**config.mk**
```make
export PLATFORM = sky130hd
export DESIGN_NAME = dmem_responder_flat
export DESIGN_NICKNAME = d
export VERILOG_FILES = /design/src/rtl/dmem_responder_if.sv /design/src/rtl/dmem_responder.sv /design/src/flat_wrapper.sv
export SDC_FILE = /design/constraint.sdc
export NUM_CORES = 2
export LEC_CHECK = 0
export CAP_MARGIN = 25
export CORE_ASPECT_RATIO = 2
export CORE_UTILIZATION = 55
export DETAILED_ROUTE_END_ITERATION = 10
export PLACE_DENSITY = 0.73
export RECOVER_POWER = 100
export SYNTH_ARGS = -nofsm -noshare
export SYNTH_HDL_FRONTEND = slang
export SYNTH_SLANG_ARGS = --single-unit
```
**constraint.sdc**
```tcl
create_clock -name clk_i -period 2.45 [get_ports clk_i]
set_input_delay 0.49 -clock clk_i [delete_from_list [all_inputs] [get_ports clk_i]]
set_output_delay 0.49 -clock clk_i [all_outputs]
set_load 0.1 [all_outputs]
```
**src/rtl/dmem_responder_if.sv**
```systemverilog
// Request/response bundle between the load/store unit and the data memory.
// Signal names keep their _i/_o suffixes as seen from the memory side.
interface dmem_responder_if;
    logic [15:0] mem_addr_i;
    logic        mem_read_en_i;
    logic        mem_write_en_i;
    logic [15:0] mem_write_data_i;
    logic [15:0] mem_read_data_o;
    logic        dcache_valid_o;

    modport master (
        output mem_addr_i, mem_read_en_i, mem_write_en_i, mem_write_data_i,
        input  mem_read_data_o, dcache_valid_o
    );

    modport slave (
        input  mem_addr_i, mem_read_en_i, mem_write_en_i, mem_write_data_i,
        output mem_read_data_o, dcache_valid_o
    );
endinterface

```
**src/rtl/dmem_responder.sv**
```systemverilog
// Single-port 16-bit data memory answering level-held LSU loads after a fixed
// READ_LAT, with dcache_valid_o used by the LSU as its load stall signal.
module dmem_responder #(
    parameter int ADDR_W   = 8,
    parameter int READ_LAT = 2
) (
    input  logic             clk_i,
    input  logic             rst_i,
    dmem_responder_if.slave  bus
);
    localparam int DEPTH = 1 << ADDR_W;
    localparam int CNT_W = (READ_LAT > 2) ? $clog2(READ_LAT - 1) : 1;
    localparam logic [CNT_W-1:0] LAT_INIT =
        (READ_LAT >= 2) ? CNT_W'(READ_LAT - 2) : '0;

    typedef enum logic [1:0] {
        IDLE = 2'd0,
        WAIT = 2'd1,
        DONE = 2'd2
    } state_t;

    state_t              state, state_n;
    logic [CNT_W-1:0]    lat_cnt, lat_cnt_n;
    logic [ADDR_W-1:0]   req_addr;
    logic [15:0]         rd_data;
    logic [15:0]         mem [DEPTH];

    logic [ADDR_W-1:0]   addr;
    logic [ADDR_W-1:0]   cap_addr;
    logic                addr_match;
    logic                latch_addr;
    logic                capture;

    assign addr       = bus.mem_addr_i[ADDR_W-1:0];
    assign addr_match = (addr == req_addr);

    // Upper address bits alias onto the lower words and are intentionally ignored.
    generate
        if (ADDR_W < 16) begin : g_addr_hi
            logic unused_addr_hi;
            assign unused_addr_hi = ^bus.mem_addr_i[15:ADDR_W];
        end
    endgenerate

    always_ff @(posedge clk_i) begin
        if (rst_i) begin
            state   <= IDLE;
            lat_cnt <= '0;
        end else begin
            state   <= state_n;
            lat_cnt <= lat_cnt_n;
        end
    end

    // NOTE: every output of this block gets a default first, so no path leaves one unassigned and no latch is inferred.
    always_comb begin
        state_n    = state;
        lat_cnt_n  = lat_cnt;
        latch_addr = 1'b0;
        capture    = 1'b0;
        cap_addr   = req_addr;

        unique case (state)
            IDLE: begin
                if (bus.mem_read_en_i) begin
                    latch_addr = 1'b1;
                    if (READ_LAT == 1) begin
                        state_n  = DONE;
                        capture  = 1'b1;
                        cap_addr = addr;
                    end else begin
                        state_n   = WAIT;
                        lat_cnt_n = LAT_INIT;
                    end
                end
            end
            WAIT: begin
                if (!bus.mem_read_en_i) begin
                    state_n = IDLE;
                end else if (!addr_match) begin
                    latch_addr = 1'b1;
                    lat_cnt_n  = LAT_INIT;
                end else if (lat_cnt == '0) begin
                    state_n = DONE;
                    capture = 1'b1;
                end else begin
                    lat_cnt_n = lat_cnt - CNT_W'(1);
                end
            end
            DONE: begin
                if (!bus.mem_read_en_i) begin
                    state_n = IDLE;
                end else if (!addr_match) begin
                    latch_addr = 1'b1;
                    if (READ_LAT == 1) begin
                        capture  = 1'b1;
                        cap_addr = addr;
                    end else begin
                        state_n   = WAIT;
                        lat_cnt_n = LAT_INIT;
                    end
                end
            end
            default: state_n = IDLE;
        endcase
    end

    always_ff @(posedge clk_i) begin
        if (rst_i) begin
            req_addr <= '0;
            rd_data  <= '0;
        end else begin
            if (latch_addr) req_addr <= addr;
            if (capture)    rd_data  <= mem[cap_addr];
        end
    end

    // NOTE: the array has no reset so it maps onto plain RAM and keeps its contents across rst_i.
    always_ff @(posedge clk_i) begin
        if (bus.mem_write_en_i && !bus.mem_read_en_i) begin
            mem[addr] <= bus.mem_write_data_i;
        end
    end

    assign bus.mem_read_data_o = rd_data;
    assign bus.dcache_valid_o  = !bus.mem_read_en_i || (state == DONE && addr_match);
endmodule
```
**src/flat_wrapper.sv**
```systemverilog
// flat-port wrapper written by rule: the top's interface ports become plain ports
module dmem_responder_flat 
#(
    parameter int ADDR_W   = 8,
    parameter int READ_LAT = 2
)
  (clk_i, rst_i, bus_mem_addr_i, bus_mem_read_en_i, bus_mem_write_en_i, bus_mem_write_data_i, bus_mem_read_data_o, bus_dcache_valid_o);
  dmem_responder_if bus_i ();
  input  logic clk_i;
  input  logic rst_i;
  input wire logic [$bits(bus_i.mem_addr_i)-1:0] bus_mem_addr_i;
  input wire logic [$bits(bus_i.mem_read_en_i)-1:0] bus_mem_read_en_i;
  input wire logic [$bits(bus_i.mem_write_en_i)-1:0] bus_mem_write_en_i;
  input wire logic [$bits(bus_i.mem_write_data_i)-1:0] bus_mem_write_data_i;
  output wire logic [$bits(bus_i.mem_read_data_o)-1:0] bus_mem_read_data_o;
  output wire logic [$bits(bus_i.dcache_valid_o)-1:0] bus_dcache_valid_o;
  assign bus_i.mem_addr_i = bus_mem_addr_i;
  assign bus_i.mem_read_en_i = bus_mem_read_en_i;
  assign bus_i.mem_write_en_i = bus_mem_write_en_i;
  assign bus_i.mem_write_data_i = bus_mem_write_data_i;
  assign bus_mem_read_data_o = bus_i.mem_read_data_o;
  assign bus_dcache_valid_o = bus_i.dcache_valid_o;
  dmem_responder #(.ADDR_W(ADDR_W), .READ_LAT(READ_LAT)) u_core (.clk_i(clk_i), .rst_i(rst_i), .bus(bus_i));
endmodule
```
==> impl_results.md <==
* DP Area at 176600 um2
* Slew margin rel. at -104.7%
* CP required at 3240 ps
* RSZ-0062 raised after global routing: true
* Longest Clk Path Bufs at 4
* Worst-path cell chain: buf_12 > buf_16 > buf_4 > buf_16 > buf_4 > mux4_2 > a211o_1 > o221ai_1 > nor4_2 > buf_4 > a21oi_1 > o31ai_2
* Area Growth Syn to Fin at 19.03%
* Synthesis Warnings at 0
* Critical Path Sink Type: flop
* Vias in the first global route at 88981
* Crit path top cell by count: buf_4
* Post-route ant nets at 0
* Residual DRC at 7
* CP Buf/Inv Count at 6
* Placed cells at approximately 12000
* First-pass GRT wire length at 684700 um
* Total GRT Usage at between 30% and 40%
* Setup-failing EPs final at 4330
* Chip width at 382.9 um
* Flop2flop setup slack at -790 ps
* Slowest cell delay on critical path at 510 ps
* Syn Nets at 7484
* Avg Cell Area, Syn at 21.44 um2
* Boundary Pins at 53
* CP max FO at 13
* Worst skew pair latency at 930 ps
* Setup_tns at -464210 ps
* Top FF cell, synth: edfxtp_1
* Crit path max-delay family: compound AO/OA/AOI/OAI gates
* Final worst-path cycle share at 132.2%
* Final Cell Area at ~190000 um2
* Iteration-0 DRC Markers at 13142
* Max Fclk at 0.3087 GHz
* H-tree Lvls at 5
* HP Class: primary input to flop
* Worst Setup Start Kind: flop
* Post-synth top area share at 77.06%
* Worst Path Arrival at 4030 ps
* Row cnt at between 200 and 300
* Slowest stage cell, crit path: o221ai_1
* Pre-CTS WS at -1634 ps
* Post-synth ARST share at 0%
* Pwr Density at about 770 nW/um2
* Setup ws final at -789.5 ps
* Core Region at just under 300000 um2
* Layout net count at between 8000 and 9000
* Setup Skew at ~44 ps
* Post-synth top area cell: edfxtp_1
* Worst r2r path cells at 12
* Min-delay src: rst_i
* Clk slew on worst S/H paths at 80 ps
* Hpwl dp at between 300000 and 400000 um
* MaxCap Viol Count at 15
* Largest net degree at the start of global routing at 95
* Yosys cell types at 81
* Fin crit period at 3240 ps
* Sink Count at 4122
* Gr ovfl total at 0
* R2R Path End: u_core.bus.mem_read_data_o[2]
* GP Congestion at 0.9983
* Die Footprint at 292500 um2
* Die extent in y at ~760 um
* Layout cell share with drive strength beyond 1 at 34.44%
* Post-Route Utilization at 65.81%
* Min-Delay Endpoint: u_core.state[1]
* Routed WL per cell at 40.04 um
* Register area share after synthesis at 77.39%
* Initial antenna violation count at 28
* VDD IR-drop max at 0.0005960 V
* Max Transition Viols Final at 816
* I/O Buffers at 44
* Drt first pass iters at 11
* Top post-synthesis cells by area: edfxtp_1 77%, mux4_2 12%, mux2i_1 2.7%
* Worst hold stages at 3
* Gate count of the mapped netlist at 7444
* Initial Util at 55.29%
* Number of synthesized flops with an enable pin at 4096
* Failing checks: DRC, capacitance limit, slew limit, setup timing
* Cts bufs inserted at between 300 and 400
* Critical path type: flop to flop
* Final Hold Fails at 0
* DR vias at around 90000
* Tightest Pin Transition at 3070 ps
* LEAKAGE at 60.28 nW
* Number of register bits inferred by synthesis at approximately 4000
* Instance count on the critical path at 12
* Status: finished, violations left
* Aggregate routed wire length at 518700 um
* Root buffer cell: clkbuf_16
* Worst reg2reg path startpoint: u_core.cap_addr[0]
* Final non-filler cell total at between 10000 and 15000
* Vias/cell at 6.965
* CTS tree: built
* Synth Cell Area at 159600 um2
-- layer usage --
metal | track usage [%] | vias up | share of wire (%) | wire [um]
li1 | - | 34123 | - | -
met1 | 36.78 | 46180 | 29 | 148200
met2 | 57.17 | 7715 | 49 | 254500
met3 | 6.112 | 2208 | 10 | 52920
met4 | 31.83 | 12 | 12 | 63000
met5 | 0 | - | 0.016 | 81
-- stage by stage --
step	hold WS, ps	total power [mW]
floorplan	465.8	85.29
finish	350.2	146.2
global placement	464.5	91.47
global route	356.0	148.5
detailed placement	475.6	91.69
CTS	13.49	144.6
-- cells by family (layout without fill, tap and decap cells) --
logic type,after synthesis,in the layout,synth area share [%]
adders and majority gates,4,4,0.03136
and+or+nand+nor,852,852,2.378
other,0,25,0
xor gates and xnor gates,8,8,0.04390
muxes,1323,1323,15.13
AOI/OAI and AO/OA,677,677,3.029
buffers and inverters,458,2151,2.001
DFF,4122,4122,77.39
-- registers in the layout, indices dropped and copies added, names as in the netlist --
| signal | count |
|---|---|
| u_core.mem | 4096 |
| u_core.state | 2 |
| u_core.bus.mem_read_data_o | 16 |
| u_core.cap_addr | 8 |
-- worst register-to-register path: stages (launching register included) --
cell and delay [ps]:
dfxtp_4 420, buf_12 160, buf_16 150, buf_4 140
buf_16 150, buf_4 150, mux4_2 500, a211o_1 390
o221ai_1 510, nor4_2 90, buf_4 160, a21oi_1 170
o31ai_2 100
-- worst max path at each step --
stage | start | to
after CTS | u_core.cap_addr[2] | bus_dcache_valid_o
after detailed placement | bus_mem_addr_i[5] | u_core.bus.mem_read_data_o[10]
after floorplan | bus_mem_write_en_i | u_core.mem[104][0]
final | u_core.cap_addr[0] | u_core.bus.mem_read_data_o[2]
after global routing | u_core.cap_addr[0] | u_core.bus.mem_read_data_o[15]
after global placement | bus_mem_addr_i[5] | u_core.bus.mem_read_data_o[10]
-- placed cells by master (no fill, tap or decap), types with 52 or more instances in the layout --
cell	Yosys	routed
nand3_1	68	52
a21oi_1	92	70
mux2i_1	437	430
buf_6	67	66
o221ai_1	84	67
nand2_1	167	160
clkbuf_1	152	91
mux4_2	858	859
clkbuf_16	0	354
clkinv_1	0	60
nor2_1	427	408
clkbuf_4	2	101
o22ai_1	161	137
buf_4	42	923
buf_12	20	248
clkbuf_2	0	89
edfxtp_1	4096	4096
-- power by group --
| group | switching (mW) | leakage [nW] | internal, mW | total (mW) |
|---|---|---|---|---|
| sequential | 0.0576 | 37.0 | 77.6 | 77.6 |
| clock | 24.8 | 5.10 | 29.0 | 53.7 |
| combinational | 8.68 | 18.2 | 6.16 | 14.8 |
| total | 33.5 | 60.3 | 113 | 146 |
-- synthesized netlist by cell type (26+ instances only) --
cell	n
nor3_1	46
nor2_1	427
o221ai_1	84
a21oi_1	92
clkbuf_1	152
o22ai_1	161
nand3_1	68
dfxtp_1	26
buf_6	67
edfxtp_1	4096
nand2_1	167
buf_2	123
mux4_2	858
o21ai_0	50
mux2i_1	437
buf_4	42
and2_1	26
a22oi_1	66
nand4_1	29
a2111oi_0	34
buf_8	28
a211oi_1	42
-- area by class of cell --
class / instances / area [um2]
diodes: 25 / 62.56
clock buffers: 390 / 8651
clock inverters: 178 / 1841
fillers: 17420 / 98710
inverters: 5 / 28.78
multi-input cells: 2864 / 34920
flip-flops and latches: 4122 / 123500
well taps: 3793 / 4746
repair buffers: 1578 / 16200
-- repair_timing --
item | CTS | global route
gates resized for setup | 304 | 265
gates cloned | 15 | 18
buffers inserted | 58 | 173
endpoints found under the hold margin | 2 | 0
setup endpoints to repair | 27 | 49
hold buffers | 1 | 0
pin swaps | 51 | 110
Power figures use the tool's default switching activity.
